## config.mk

```make
export PLATFORM = sky130hd
export DESIGN_NAME = lcd_inst_seq
export DESIGN_NICKNAME = d
export VERILOG_FILES = /design/src/rtl/lcd_inst_seq_pkg.sv /design/src/rtl/lcd_inst_seq_phase_cnt.sv /design/src/rtl/lcd_inst_seq.sv
export SDC_FILE = /design/constraint.sdc
export NUM_CORES = 1
export LEC_CHECK = 0
export CORE_ASPECT_RATIO = 0.5
export CORE_MARGIN = 5
export CORE_UTILIZATION = 61
export CTS_CLUSTER_DIAMETER = 40
export DETAILED_ROUTE_END_ITERATION = 12
export PLACE_DENSITY_LB_ADDON = 0.25
export SYNTH_ARGS = -nofsm -noshare
export SYNTH_HDL_FRONTEND = slang
export SYNTH_SLANG_ARGS = --single-unit
```

## constraint.sdc

```tcl
create_clock -name i_clk -period 4.4 [get_ports i_clk]
set_input_delay 0.66 -clock i_clk [delete_from_list [all_inputs] [get_ports i_clk]]
set_output_delay 0.66 -clock i_clk [all_outputs]
set_load 0.005 [all_outputs]
```

## src/rtl/lcd_inst_seq_pkg.sv

```systemverilog
// Shared definitions for the HD44780 instruction path: instruction ROM, sequencer
// state encoding and default bus timing constants.
package lcd_inst_seq_pkg;

  typedef logic [8:0] inst_t;  // {rs, data}

  typedef enum logic [2:0] {
    SEQ_IDLE   = 3'd0,
    SEQ_SETUP  = 3'd1,
    SEQ_STROBE = 3'd2,
    SEQ_HOLD   = 3'd3,
    SEQ_WAIT   = 3'd4,
    SEQ_NEXT   = 3'd5,
    SEQ_DONE   = 3'd6
  } seq_state_t;

  localparam int T_AS_DEF  = 2;
  localparam int T_PW_DEF  = 12;
  localparam int T_AH_DEF  = 2;
  localparam int ROM_DEPTH = 40;
  localparam int PH_W      = 8;

  // 0..7 init commands, 8..23 line 1 "DE0-Nano LCD Seq", 24 line-2 address,
  // 25..39 line 2 "HD44780 demo ok". Index-aligned with the delay table.
  localparam inst_t INST_ROM [0:ROM_DEPTH-1] = '{
    9'h038, 9'h038, 9'h038, 9'h038, 9'h00C, 9'h001, 9'h006, 9'h080,
    9'h144, 9'h145, 9'h130, 9'h12D, 9'h14E, 9'h161, 9'h16E, 9'h16F,
    9'h120, 9'h14C, 9'h143, 9'h144, 9'h120, 9'h153, 9'h165, 9'h171,
    9'h0C0,
    9'h148, 9'h144, 9'h134, 9'h134, 9'h137, 9'h138, 9'h130, 9'h120,
    9'h164, 9'h165, 9'h16D, 9'h16F, 9'h120, 9'h16F, 9'h16B
  };

endpackage

```

## src/rtl/lcd_inst_seq_phase_cnt.sv

```systemverilog
// Loadable down-counter shared by the SETUP, STROBE and HOLD phases; tc is high
// while the count sits at zero, i.e. in the last cycle of the current phase.
import lcd_inst_seq_pkg::*;

module lcd_phase_cnt (
  input  logic            i_clk,
  input  logic            i_rst,
  input  logic            i_load,
  input  logic [PH_W-1:0] i_load_val,
  output logic            o_tc
);

  logic [PH_W-1:0] cnt;

  always_ff @(posedge i_clk or posedge i_rst) begin
    if (i_rst) begin
      cnt <= '0;
    end else if (i_load) begin
      cnt <= i_load_val;
    end else if (cnt != '0) begin
      cnt <= cnt - 1'b1;
    end
  end

  assign o_tc = (cnt == '0);

endmodule

```

## src/rtl/lcd_inst_seq.sv

```systemverilog
// HD44780 instruction sequencer: walks INST_ROM, drives RS/RW/E/D with setup,
// strobe and hold timing, then hands off to delay_block. Option: LCD_SEQ_REPEAT_EN.
import lcd_inst_seq_pkg::*;

module lcd_inst_seq #(
  parameter int INST_NUM   = 24,
  parameter int T_AS       = T_AS_DEF,
  parameter int T_PW       = T_PW_DEF,
  parameter int T_AH       = T_AH_DEF,
  parameter int REPEAT_IDX = 8
) (
  input  logic       i_clk,
  input  logic       i_rst,
  input  logic       i_start,
  input  logic       i_delay_TO,
  output logic [5:0] o_inst_cnt,
  output logic       o_delay_enb,
  output logic       o_lcd_rs,
  output logic       o_lcd_rw,
  output logic       o_lcd_e,
  output logic [7:0] o_lcd_data,
  output logic       o_busy,
  output logic       o_done,
  output logic [2:0] o_dbg_state
);

  localparam logic [2:0] ST_IDLE   = 3'(SEQ_IDLE);
  localparam logic [2:0] ST_SETUP  = 3'(SEQ_SETUP);
  localparam logic [2:0] ST_STROBE = 3'(SEQ_STROBE);
  localparam logic [2:0] ST_HOLD   = 3'(SEQ_HOLD);
  localparam logic [2:0] ST_WAIT   = 3'(SEQ_WAIT);
  localparam logic [2:0] ST_NEXT   = 3'(SEQ_NEXT);
  localparam logic [2:0] ST_DONE   = 3'(SEQ_DONE);

  localparam logic [5:0]      IDX_LAST = 6'(INST_NUM - 1);
  localparam logic [PH_W-1:0] AS_LD    = PH_W'(T_AS - 1);
  localparam logic [PH_W-1:0] PW_LD    = PH_W'(T_PW - 1);
  localparam logic [PH_W-1:0] AH_LD    = PH_W'(T_AH - 1);

  if (INST_NUM < 1 || INST_NUM > ROM_DEPTH || REPEAT_IDX < 0 || REPEAT_IDX >= INST_NUM ||
      T_AS < 1 || T_PW < 1 || T_AH < 1 ||
      T_AS > (1 << PH_W) || T_PW > (1 << PH_W) || T_AH > (1 << PH_W)) begin : g_bad_params
    $error("lcd_inst_seq: parameter out of range");
  end

  logic [2:0]      state;
  logic            ph_load;
  logic [PH_W-1:0] ph_val;
  logic            ph_tc;
  logic            last_inst;
  logic            go_done;
  logic [5:0]      nxt_idx;

  assign last_inst = (o_inst_cnt == IDX_LAST);

`ifdef LCD_SEQ_REPEAT_EN
  // The init block runs once; the data-write block loops forever.
  assign go_done = 1'b0;
  assign nxt_idx = last_inst ? 6'(REPEAT_IDX) : o_inst_cnt + 6'd1;
`else
  assign go_done = last_inst;
  assign nxt_idx = o_inst_cnt + 6'd1;
`endif

  // The phase counter is reloaded on every entry into SETUP, STROBE or HOLD.
  always_comb begin
    ph_load = 1'b0;
    ph_val  = AS_LD;
    case (state)
      ST_IDLE, ST_DONE: ph_load = i_start;
      ST_SETUP: begin
        ph_load = ph_tc;
        ph_val  = PW_LD;
      end
      ST_STROBE: begin
        ph_load = ph_tc;
        ph_val  = AH_LD;
      end
      ST_NEXT: ph_load = !go_done;
      default: ph_load = 1'b0;
    endcase
  end

  lcd_phase_cnt u_phase_cnt (
    .i_clk      (i_clk),
    .i_rst      (i_rst),
    .i_load     (ph_load),
    .i_load_val (ph_val),
    .o_tc       (ph_tc)
  );

  always_ff @(posedge i_clk or posedge i_rst) begin
    if (i_rst) begin
      state       <= ST_IDLE;
      o_inst_cnt  <= 6'd0;
      o_delay_enb <= 1'b0;
      o_lcd_rs    <= 1'b0;
      o_lcd_e     <= 1'b0;
      o_lcd_data  <= 8'h00;
      o_busy      <= 1'b0;
      o_done      <= 1'b0;
    end else begin
      case (state)
        ST_IDLE, ST_DONE: begin
          if (i_start) begin
            state                  <= ST_SETUP;
            o_inst_cnt             <= 6'd0;
            {o_lcd_rs, o_lcd_data} <= INST_ROM[0];
            o_busy                 <= 1'b1;
            o_done                 <= 1'b0;
          end
        end
        ST_SETUP: begin
          if (ph_tc) begin
            state   <= ST_STROBE;
            o_lcd_e <= 1'b1;
          end
        end
        ST_STROBE: begin
          if (ph_tc) begin
            state   <= ST_HOLD;
            o_lcd_e <= 1'b0;
          end
        end
        ST_HOLD: begin
          if (ph_tc) begin
            state       <= ST_WAIT;
            o_delay_enb <= 1'b1;
          end
        end
        ST_WAIT: begin
          if (i_delay_TO) begin
            state       <= ST_NEXT;
            o_delay_enb <= 1'b0;
          end
        end
        ST_NEXT: begin
          if (go_done) begin
            state  <= ST_DONE;
            o_busy <= 1'b0;
            o_done <= 1'b1;
          end else begin
            state                  <= ST_SETUP;
            o_inst_cnt             <= nxt_idx;
            {o_lcd_rs, o_lcd_data} <= INST_ROM[nxt_idx];
          end
        end
        default: state <= ST_IDLE;
      endcase
    end
  end

  // Write-only interface: the busy flag is never read back from the panel.
  assign o_lcd_rw    = 1'b0;
  assign o_dbg_state = state;

endmodule
```

# [Yosys cells after proc, flatten, opt, wreduce, memory -nomap -nowiden]
# Memories as Yosys holds them, arrays and structs flattened.
# Index checks and enable logic that the tools add are counted.
# W data, S select, Z words.
[classes] reduce_logical=15 n_addsub=2 muxes=32 bitwise=1 n_eq_ne=14 magnitude_cmp=1
[op_table] op="$mux W8" count=4
[op_table] op="$mux W3" count=6
[op_table] op="$mux W9" count=2
[op_table] op="$pmux W3 S6" count=1
[op_table] op="$pmux W8 S2" count=1
[op_table] op="$ne A2 B2 Y1 const B" count=7
[op_table] op="$mux W6" count=2
[op_table] op="$pmux W6 S2" count=1
[op_table] op="$reduce_and A3 Y1" count=4
[op_table] op="$pmux W1 S2" count=5
[op_table] op="$eq A3 B3 Y1 const B" count=3
[op_table] op="$logic_not A8 Y1" count=1
[op_table] op="$mux W1" count=8
[op_table] op="$reduce_bool A2 Y1" count=4
[op_table] op="$reduce_bool A8 Y1" count=1
[op_table] op="$sub A8 B1 Y8 const B" count=1
[op_table] op="$ge A7 B7 Y1 const B" count=1
[op_table] op="$not A6 Y7" count=1
[op_table] op="$add A6 B1 Y6 const B" count=1
[op_table] op="$eq A3 B2 Y1 const B" count=2
[op_table] op="$eq A6 B5 Y1 const B" count=1
[op_table] op="$reduce_and A5 Y1" count=1
[op_table] op="$mux W4" count=1
[op_table] op="$reduce_or A2 Y1" count=2
[op_table] op="4 further kinds" count=4
[totals] output_inout_bits=23 input_bits=4 romBits=576 wordCells=75 n_memories=1 ff_bits=30
[memory_table] memory="(no name shown)" words=64 word_bits=9 rd=1 rd_clocked_by_memory_dff=0 write_ports=0 line_no="lcd_inst_seq.sv:145" source="{o_lcd_rs, o_lcd_data} <= INST_ROM[nxt_idx];"

# [Depth between registers and ports, before layout]
# Gate-level depths: netlist of the first run.
[depth] ltp_word=7 depth_mapped=9 ltp_nobuf=8

# [By module]
# A second synthesis of the first run with hierarchy kept.
[unflattened] cells_unflattened=293 hier_area_um2=2349.8
[by_module_without_submodules] module="lcd_inst_seq" seq_area_each_um2=550.5 n_inst=1 area_each_um2=1853.0 cells_per_inst=237
[by_module_without_submodules] module="lcd_phase_cnt" seq_area_each_um2=200.2 n_inst=1 area_each_um2=496.7 cells_per_inst=56

# [Least setup slack after synthesis of the first run]
# OpenSTA, ideal clock, no wires.
[synth_path] path_kind="reg-to-reg" startpoint="reg o_inst_cnt[0]" endpoint="reg o_lcd_data[0]" path_slack_ns=2.065 path_buffers=1 setup_ns=0.126 period_less_slack_ns=2.335 required_time_ns=4.274 path_stages_with_launch=10 t_arrival_ns=2.209 path_cell_list="dfrtp_1 -> ha_1 -> inv_1 -> ha_1 -> clkbuf_1 -> nand2b_1 -> nor3_1 -> nor3_1 -> o211ai_1 -> a221o_1"
[synth_between] elab_chain_len=7 word_cells_on_any_way=10 cone_classes="add/sub (1); eq/ne (2); mux (4); bitwise (1); reduce/logical (1); memory (1)"
[synth_lines] element="start: declaration" line_no="lcd_inst_seq.sv:16" source="output logic [5:0] o_inst_cnt,"
[synth_lines] element="start signal: assignment" line_no="lcd_inst_seq.sv:144" source="o_inst_cnt <= nxt_idx;"
[synth_lines] element="$add A6 B1 Y6" line_no="lcd_inst_seq.sv:62" source="assign nxt_idx = o_inst_cnt + 6'd1;"
[synth_lines] element="$not A6 Y7 (implied by the code)" line_no="lcd_inst_seq.sv:145"
[synth_lines] element="$mem_v2 Z64 W9"
[synth_lines] element="$mux W9 (implied by the code) (2 in a row)" line_no="lcd_inst_seq.sv:145"
[synth_lines] element="$mux W8" line_no="lcd_inst_seq.sv:138" source="if (go_done) begin"
[synth_lines] element="$pmux W8 S2" line_no="lcd_inst_seq.sv:103" source="case (state)"
[synth_lines] element="end signal: assignment" line_no="lcd_inst_seq.sv:108" source="{o_lcd_rs, o_lcd_data} <= INST_ROM[0];"
[synth_lines] element="end signal: assignment" line_no="lcd_inst_seq.sv:145"
[synth_lines] element="end: declaration" line_no="lcd_inst_seq.sv:21" source="output logic [7:0] o_lcd_data,"
# Parallel ways exist; a longest one is shown, timed or not. The select of a mux whose other input is x is not followed.
# A chain may end at the register's enable or synchronous reset.

# [Worst setup path in the final report of the first run]
# Same ends and word-level chain as after synthesis.

==> impl_metrics.ini, run 1 <==
[cts]
insertion_delay_ps = 290
ctsResizeCount = 0
cts_hold_buffers = 0
cts_buffer_depth = 2
cts_made_buffers = 5
root_buffer = clkbuf_8
cts_sinks = 30
clk_pin_slew_ps = 70
cts_setup_buffers = 0
cts_htree_levels = 2
tritoncts = built

[placement]
port_buffers = 25
dpl_worst_slack_ps = 1310
routabilityCongestion = 0.961
hpwl_mm = 3.97

[drt]
dr.pass1.iters = 4
drc = 0
viasPerCell = 6.17
drt_iter0_markers = 108
vias = 2116
ant_nets = 0
wl_per_cell_um = 16.7
wl_mm = 5.73

[outcome]
outcome = finished clean

[grt]
grt-ovfl-total = 0
antenna_found_initial = 0
grt_pass1_wl_mm = 9.46
grt_pass1_vias = 1935
grt.total_usage_pct = 22.8
grt_max_degree = 31

[worst_hold_path]
hold_path.class = reg -> reg

[floorplan]
start_util_pct = 62.1
die-width_um = 98.3
core_um2 = 3820
die_area_um2 = 5320
num_rows = 16
die_h_um = 54.1
num_io_pins = 27

[synthesis]
synth_top_area_share_pct = 31.6
ys_ff_latch = 30
synth_cell_types = 62
synth_edf_count = 0
avgSynthCellArea_um2 = 8.64
synth_common_cells = dfrtp_1 (30), a21oi_1 (28), nor2_1 (26)
syn-instance-count = 275
synth.most_common_cell = dfrtp_1
netlist_area_um2 = 2380
syn_nets = 291
synth_largest_area_cell = dfrtp_1
synth-main-ff-cell = dfrtp_1
synthTopCellsByArea = dfrtp_1 (32%), ha_1 (6.3%), a21oi_1 (5.9%)
yosysSeqAreaShare_pct = 31.6
postSynth.asyncResetShare_pct = 100
ys_warn_count = 0

[timing]
drv_slew = 0
finalCritPeriodShare_pct = 71.2
finalHoldViolations = 0
final.min_clock_period_ps = 3130
setup_violations = 0
rsz0062_at_grt = no
fin_ws_ps = 1270
max_freq_mhz = 319
tightest_slew_ps = 956
slew_headroom_pct = 35.8
finClkSkew_ps = 8.94
tns_ps = 0

[setup_path]
arrival_ps = 3300
end_kind = flop
critPathKind = reg -> reg
critPathRequiredTime_ps = 4570
crit_path_start_kind = flop
crit_path_max_fanout = 21

[flow_run]
cap_viol_max_count = 0

[final_layout]
multiInputGateArea_um2 = 1460
final-seq-area_um2 = 751
syn2layout_area_growth_pct = 12.6
fillers = 308
drive_above_1_share_pct = 8.30
final_nets = 304
n_antenna_cell = 0

[power_and_ir_drop]
power.density_nw_per_um2 = 548
peakVddDrop_mv = 0.291
leakage_nw = 1.06
-- placed cells by master, fill, tap and decap left out, types with 4 or more instances in the layout --
master / n
ha_1: 12
nand2b_1: 8
clkbuf_8: 6
nand3b_1: 4
xnor2_1: 5
o21ai_0: 18
inv_1: 10
nor2_1: 26
dfrtp_1: 30
nand3_1: 6
mux2i_1: 5
a21oi_1: 28
nand2_1: 16
clkdlybuf4s50_1: 25
nor3_1: 11
a211oi_1: 6
nor2b_1: 7
o21ai_1: 4
-- final cells by class --
class	instances	area share (%)
repair buffers	27	9.91
clock buffers	6	3.09
well taps	54	2.52
clock inverters	2	0.468
multi-input cells	214	54.6
flip-flops and latches	30	28.1
inverters	10	1.40
-- state kept, by name, summed over array words and instances, names as in the netlist --
name,cells
o_busy,1
o_dbg_state,3
o_delay_enb,1
o_done,1
o_inst_cnt,6
o_lcd_data,8
o_lcd_e,1
o_lcd_rs,1
u_phase_cnt.cnt,8
-- where the power goes --
group          switching [mW]  total, mW  internal [mW]  leakage (nW)
sequential              0.162      0.529          0.367         0.380
clock                   0.114      0.240          0.126        0.0472
combinational           0.349      0.699          0.350         0.635
total                   0.625       1.47          0.843          1.06
-- kinds of logic (layout without fill, tap and decap cells) --
| family | after synthesis | in the layout | share of synthesized area (%) |
|---|---|---|---|
| XOR/XNOR | 11 | 11 | 6.27 |
| adder cells (fa/ha/maj) | 12 | 12 | 6.32 |
| flip-flops | 30 | 30 | 31.6 |
| other | 1 | 1 | 0.158 |
| AO/OA/AOI/OAI | 92 | 92 | 26.3 |
| multiplexers | 5 | 5 | 2.11 |
| buffers and inverters | 31 | 45 | 6.95 |
| AND/OR/NAND/NOR | 93 | 93 | 20.3 |
-- worst max-delay path: stages (launching register included) --
cell and delay, ps:
dfrtp_1 730, ha_1 480, inv_1 180, ha_1 640, nand2b_1 250, nor3_1 70, nor3_1 220, o211ai_1 120
a221o_1 330
-- per-layer routing --
metal	wire length [um]	global-route usage, %
met5	0	0
met1	2600	30.1
met2	2670	38.5
met4	56	5.22
met3	406	5.69
-- path summary, 6_finish.rpt --
kind	depth (start not counted)	slack, ps	endpoint	startpoint
min	2	480	o_lcd_rs	o_lcd_rs
max in group asynchronous	3	3360	o_inst_cnt[0]	i_rst
max reg2reg	8	1270	o_lcd_data[0]	o_inst_cnt[0]
min in group asynchronous	3	750	o_lcd_data[6]	i_rst
max	8	1270	o_lcd_data[0]	o_inst_cnt[0]
min reg2reg	2	480	o_lcd_rs	o_lcd_rs
-- metrics by stage --
| stage | utilization [%] | power (mW) | instance area (um2) | hold WS (ps) | cells |
|---|---|---|---|---|---|
| after detailed placement | 67.5 | 1.22 | 2580 | 470 | 335 |
| after CTS | 70.0 | 1.46 | 2680 | 486 | 343 |
| after floorplan | - | 1.00 | 2380 | 470 | 275 |
| after global placement | 67.5 | 1.19 | 2580 | 462 | 335 |
| final | 70.0 | 1.47 | 2680 | 483 | 343 |
| after global routing | 70.0 | 1.58 | 2680 | 523 | 343 |
(Power assumes the default switching activity.)
==> run 2: changes to the inputs <==
--- a/config.mk
+++ b/config.mk
@@ -7,7 +7,7 @@
 export LEC_CHECK = 0
 export CORE_ASPECT_RATIO = 0.5
 export CORE_MARGIN = 5
-export CORE_UTILIZATION = 61
+export CORE_UTILIZATION = 51
 export CTS_CLUSTER_DIAMETER = 40
 export DETAILED_ROUTE_END_ITERATION = 12
 export PLACE_DENSITY_LB_ADDON = 0.25
==> constraint.sdc (replaced) <==
create_clock -name i_clk -period 2.6 [get_ports i_clk]
set_input_delay 0.39 -clock i_clk [delete_from_list [all_inputs] [get_ports i_clk]]
set_output_delay 0.39 -clock i_clk [all_outputs]
set_load 0.005 [all_outputs]
==> run 2 against run 1 <==
Utilization is 6.8 points lower. Clock skew down 2.6 ps. Final cell count up 4.1%. Non-clock buffer count rose by 11. Critical path type unchanged. Combinational power is 95% higher. Design area grew 5.0%. Setup slack got worse by 1000 ps. Global-route usage is 2.3 points lower. Power grew 87%. Critical endpoint is now u_phase_cnt.cnt[1]. Wire length rose by 2.6%. Die area up 17%.
==> impl_metrics.ini, run 2 (same netlist as run 1, synthesis figures left out) <==
[final_layout]
fin_cells = 357
multiInputGateArea_um2 = 1460
final_util_pct = 63.2
final_cell_mix = dfrtp_1 (30), a21oi_1 (28), nor2_1 (26)
n_antenna_cell = 0
drive_above_1_share_pct = 11.7
syn2layout_area_growth_pct = 18.3
layout_commonest_cell = dfrtp_1
final-seq-area_um2 = 751
final_nets = 315
fillers = 384
postLayoutCellArea_um2 = 2810
top_regs = o_lcd_data: 8 flops, u_phase_cnt.cnt: 8 flops, o_inst_cnt: 6 flops

[drt]
wl_per_cell_um = 16.5
viasPerCell = 6.05
dr.pass1.iters = 4
wl_mm = 5.88
drc = 0
vias = 2159
drt_iter0_markers = 238
ant_nets = 0

[power_and_ir_drop]
peakVddDrop_mv = 0.363
leakage_nw = 1.14
p_total_mw = 2.74
power.density_nw_per_um2 = 975

[cts]
cts_made_buffers = 5
cts_setup_buffers = 0
cts_sinks = 30
ctsResizeCount = 0
cts_buffer_depth = 2
clk_pin_slew_ps = 70
root_buffer = clkbuf_8
cts_htree_levels = 2
insertion_delay_ps = 280
tritoncts = built
cts_hold_buffers = 0

[worst_hold_path]
hold_end = o_lcd_rs
hold_path.class = reg -> reg
min_from = o_lcd_rs
worstHoldPathCells = 2

[timing]
rsz0062_at_grt = no
setup_violations = 0
final.min_clock_period_ps = 2340
finalHoldViolations = 0
whs_ps = 486
drv_slew = 0
finalCritPeriodShare_pct = 90.1
fin_ws_ps = 259
tightest_slew_ps = 809
tns_ps = 0
finClkSkew_ps = 6.31
max_freq_mhz = 427
slew_headroom_pct = 45.7

[grt]
grt_pass1_vias = 2066
grt_max_degree = 31
grt_pass1_wl_mm = 10.1
antenna_found_initial = 0
grt.total_usage_pct = 20.5
grt-ovfl-total = 0

[placement]
hpwl_mm = 4.16
postPlaceCellArea_um2 = 2670
routabilityCongestion = 0.952
placed_cells = 349
dpl_worst_slack_ps = 361
port_buffers = 25

[setup_path]
crit_path_max_fanout = 17
arrival_ps = 2560
r2r_end = u_phase_cnt.cnt[1]
crit_path_start_kind = flop
r2r_start = o_inst_cnt[2]
r2r_slack_ps = 260
critPathKind = reg -> reg
r2r_cells = 5
crit_path_start = o_inst_cnt[2]
end_kind = flop
critPathRequiredTime_ps = 2820

[floorplan]
num_rows = 17
die_h_um = 58.3
start_util_pct = 53.4
num_io_pins = 27
die-width_um = 107
die_area_um2 = 6210
core_um2 = 4450

[flow_run]
cap_viol_max_count = 0

[outcome]
outcome = finished clean
[run 2: cell types whose count changed in the layout (fill, tap and decap cells not counted)]
cell	before	now
buf_4	2	13
bufinv_16	0	2
clkinvlp_4	1	0
clkinv_2	1	0
[run 2: worst max-delay path: stages, from the launching register on]
cell	delay [ps]
dfrtp_1	700
nand2_2	200
o311ai_4	550
o21ai_1	440
a21oi_1	240
o22a_1	140
[run 2: worst max-delay path by stage]
stage,end
2_1_floorplan,o_lcd_data[0]
3_3_place_gp,o_lcd_data[4]
3_5_place_dp,u_phase_cnt.cnt[1]
4_1_cts,u_phase_cnt.cnt[1]
5_1_grt,u_phase_cnt.cnt[1]
6_report,u_phase_cnt.cnt[1]
[run 2: area by class of cell]
class,count,area share (%)
timing repair buffer,38,12.4
clock inverter,2,2.14
tap,57,2.54
sequential,30,26.7
multi-input combinational,214,52.0
clock buffer,6,2.94
inverter,10,1.34
[run 2: power breakdown]
| part | internal (mW) | switching, mW | leakage, nW |
|---|---|---|---|
| clock network | 0.409 | 0.194 | 0.0714 |
| logic | 0.643 | 0.717 | 0.691 |
| registers | 0.623 | 0.153 | 0.380 |
| total | 1.68 | 1.06 | 1.14 |
[run 2: layer usage]
metal,global-route usage (%),part of all wire (%),routed length (um),vias up
met3,5.67,6.5,381,8
met2,31.4,45,2620,65
met5,0,0,0,-
met4,6.74,1.4,82,0
met1,28.2,47,2790,1049
li1,-,-,-,1037
==> run 3: changes to the inputs <==
--- a/config.mk
+++ b/config.mk
@@ -10,6 +10,7 @@
 export CORE_UTILIZATION = 51
 export CTS_CLUSTER_DIAMETER = 40
 export DETAILED_ROUTE_END_ITERATION = 12
+export HOLD_SLACK_MARGIN = 0.02
 export PLACE_DENSITY_LB_ADDON = 0.25
 export SYNTH_ARGS = -nofsm -noshare
 export SYNTH_HDL_FRONTEND = slang
==> results of run 3 <==
No change in the layout: final DEF, timing and power equal those of run 2.
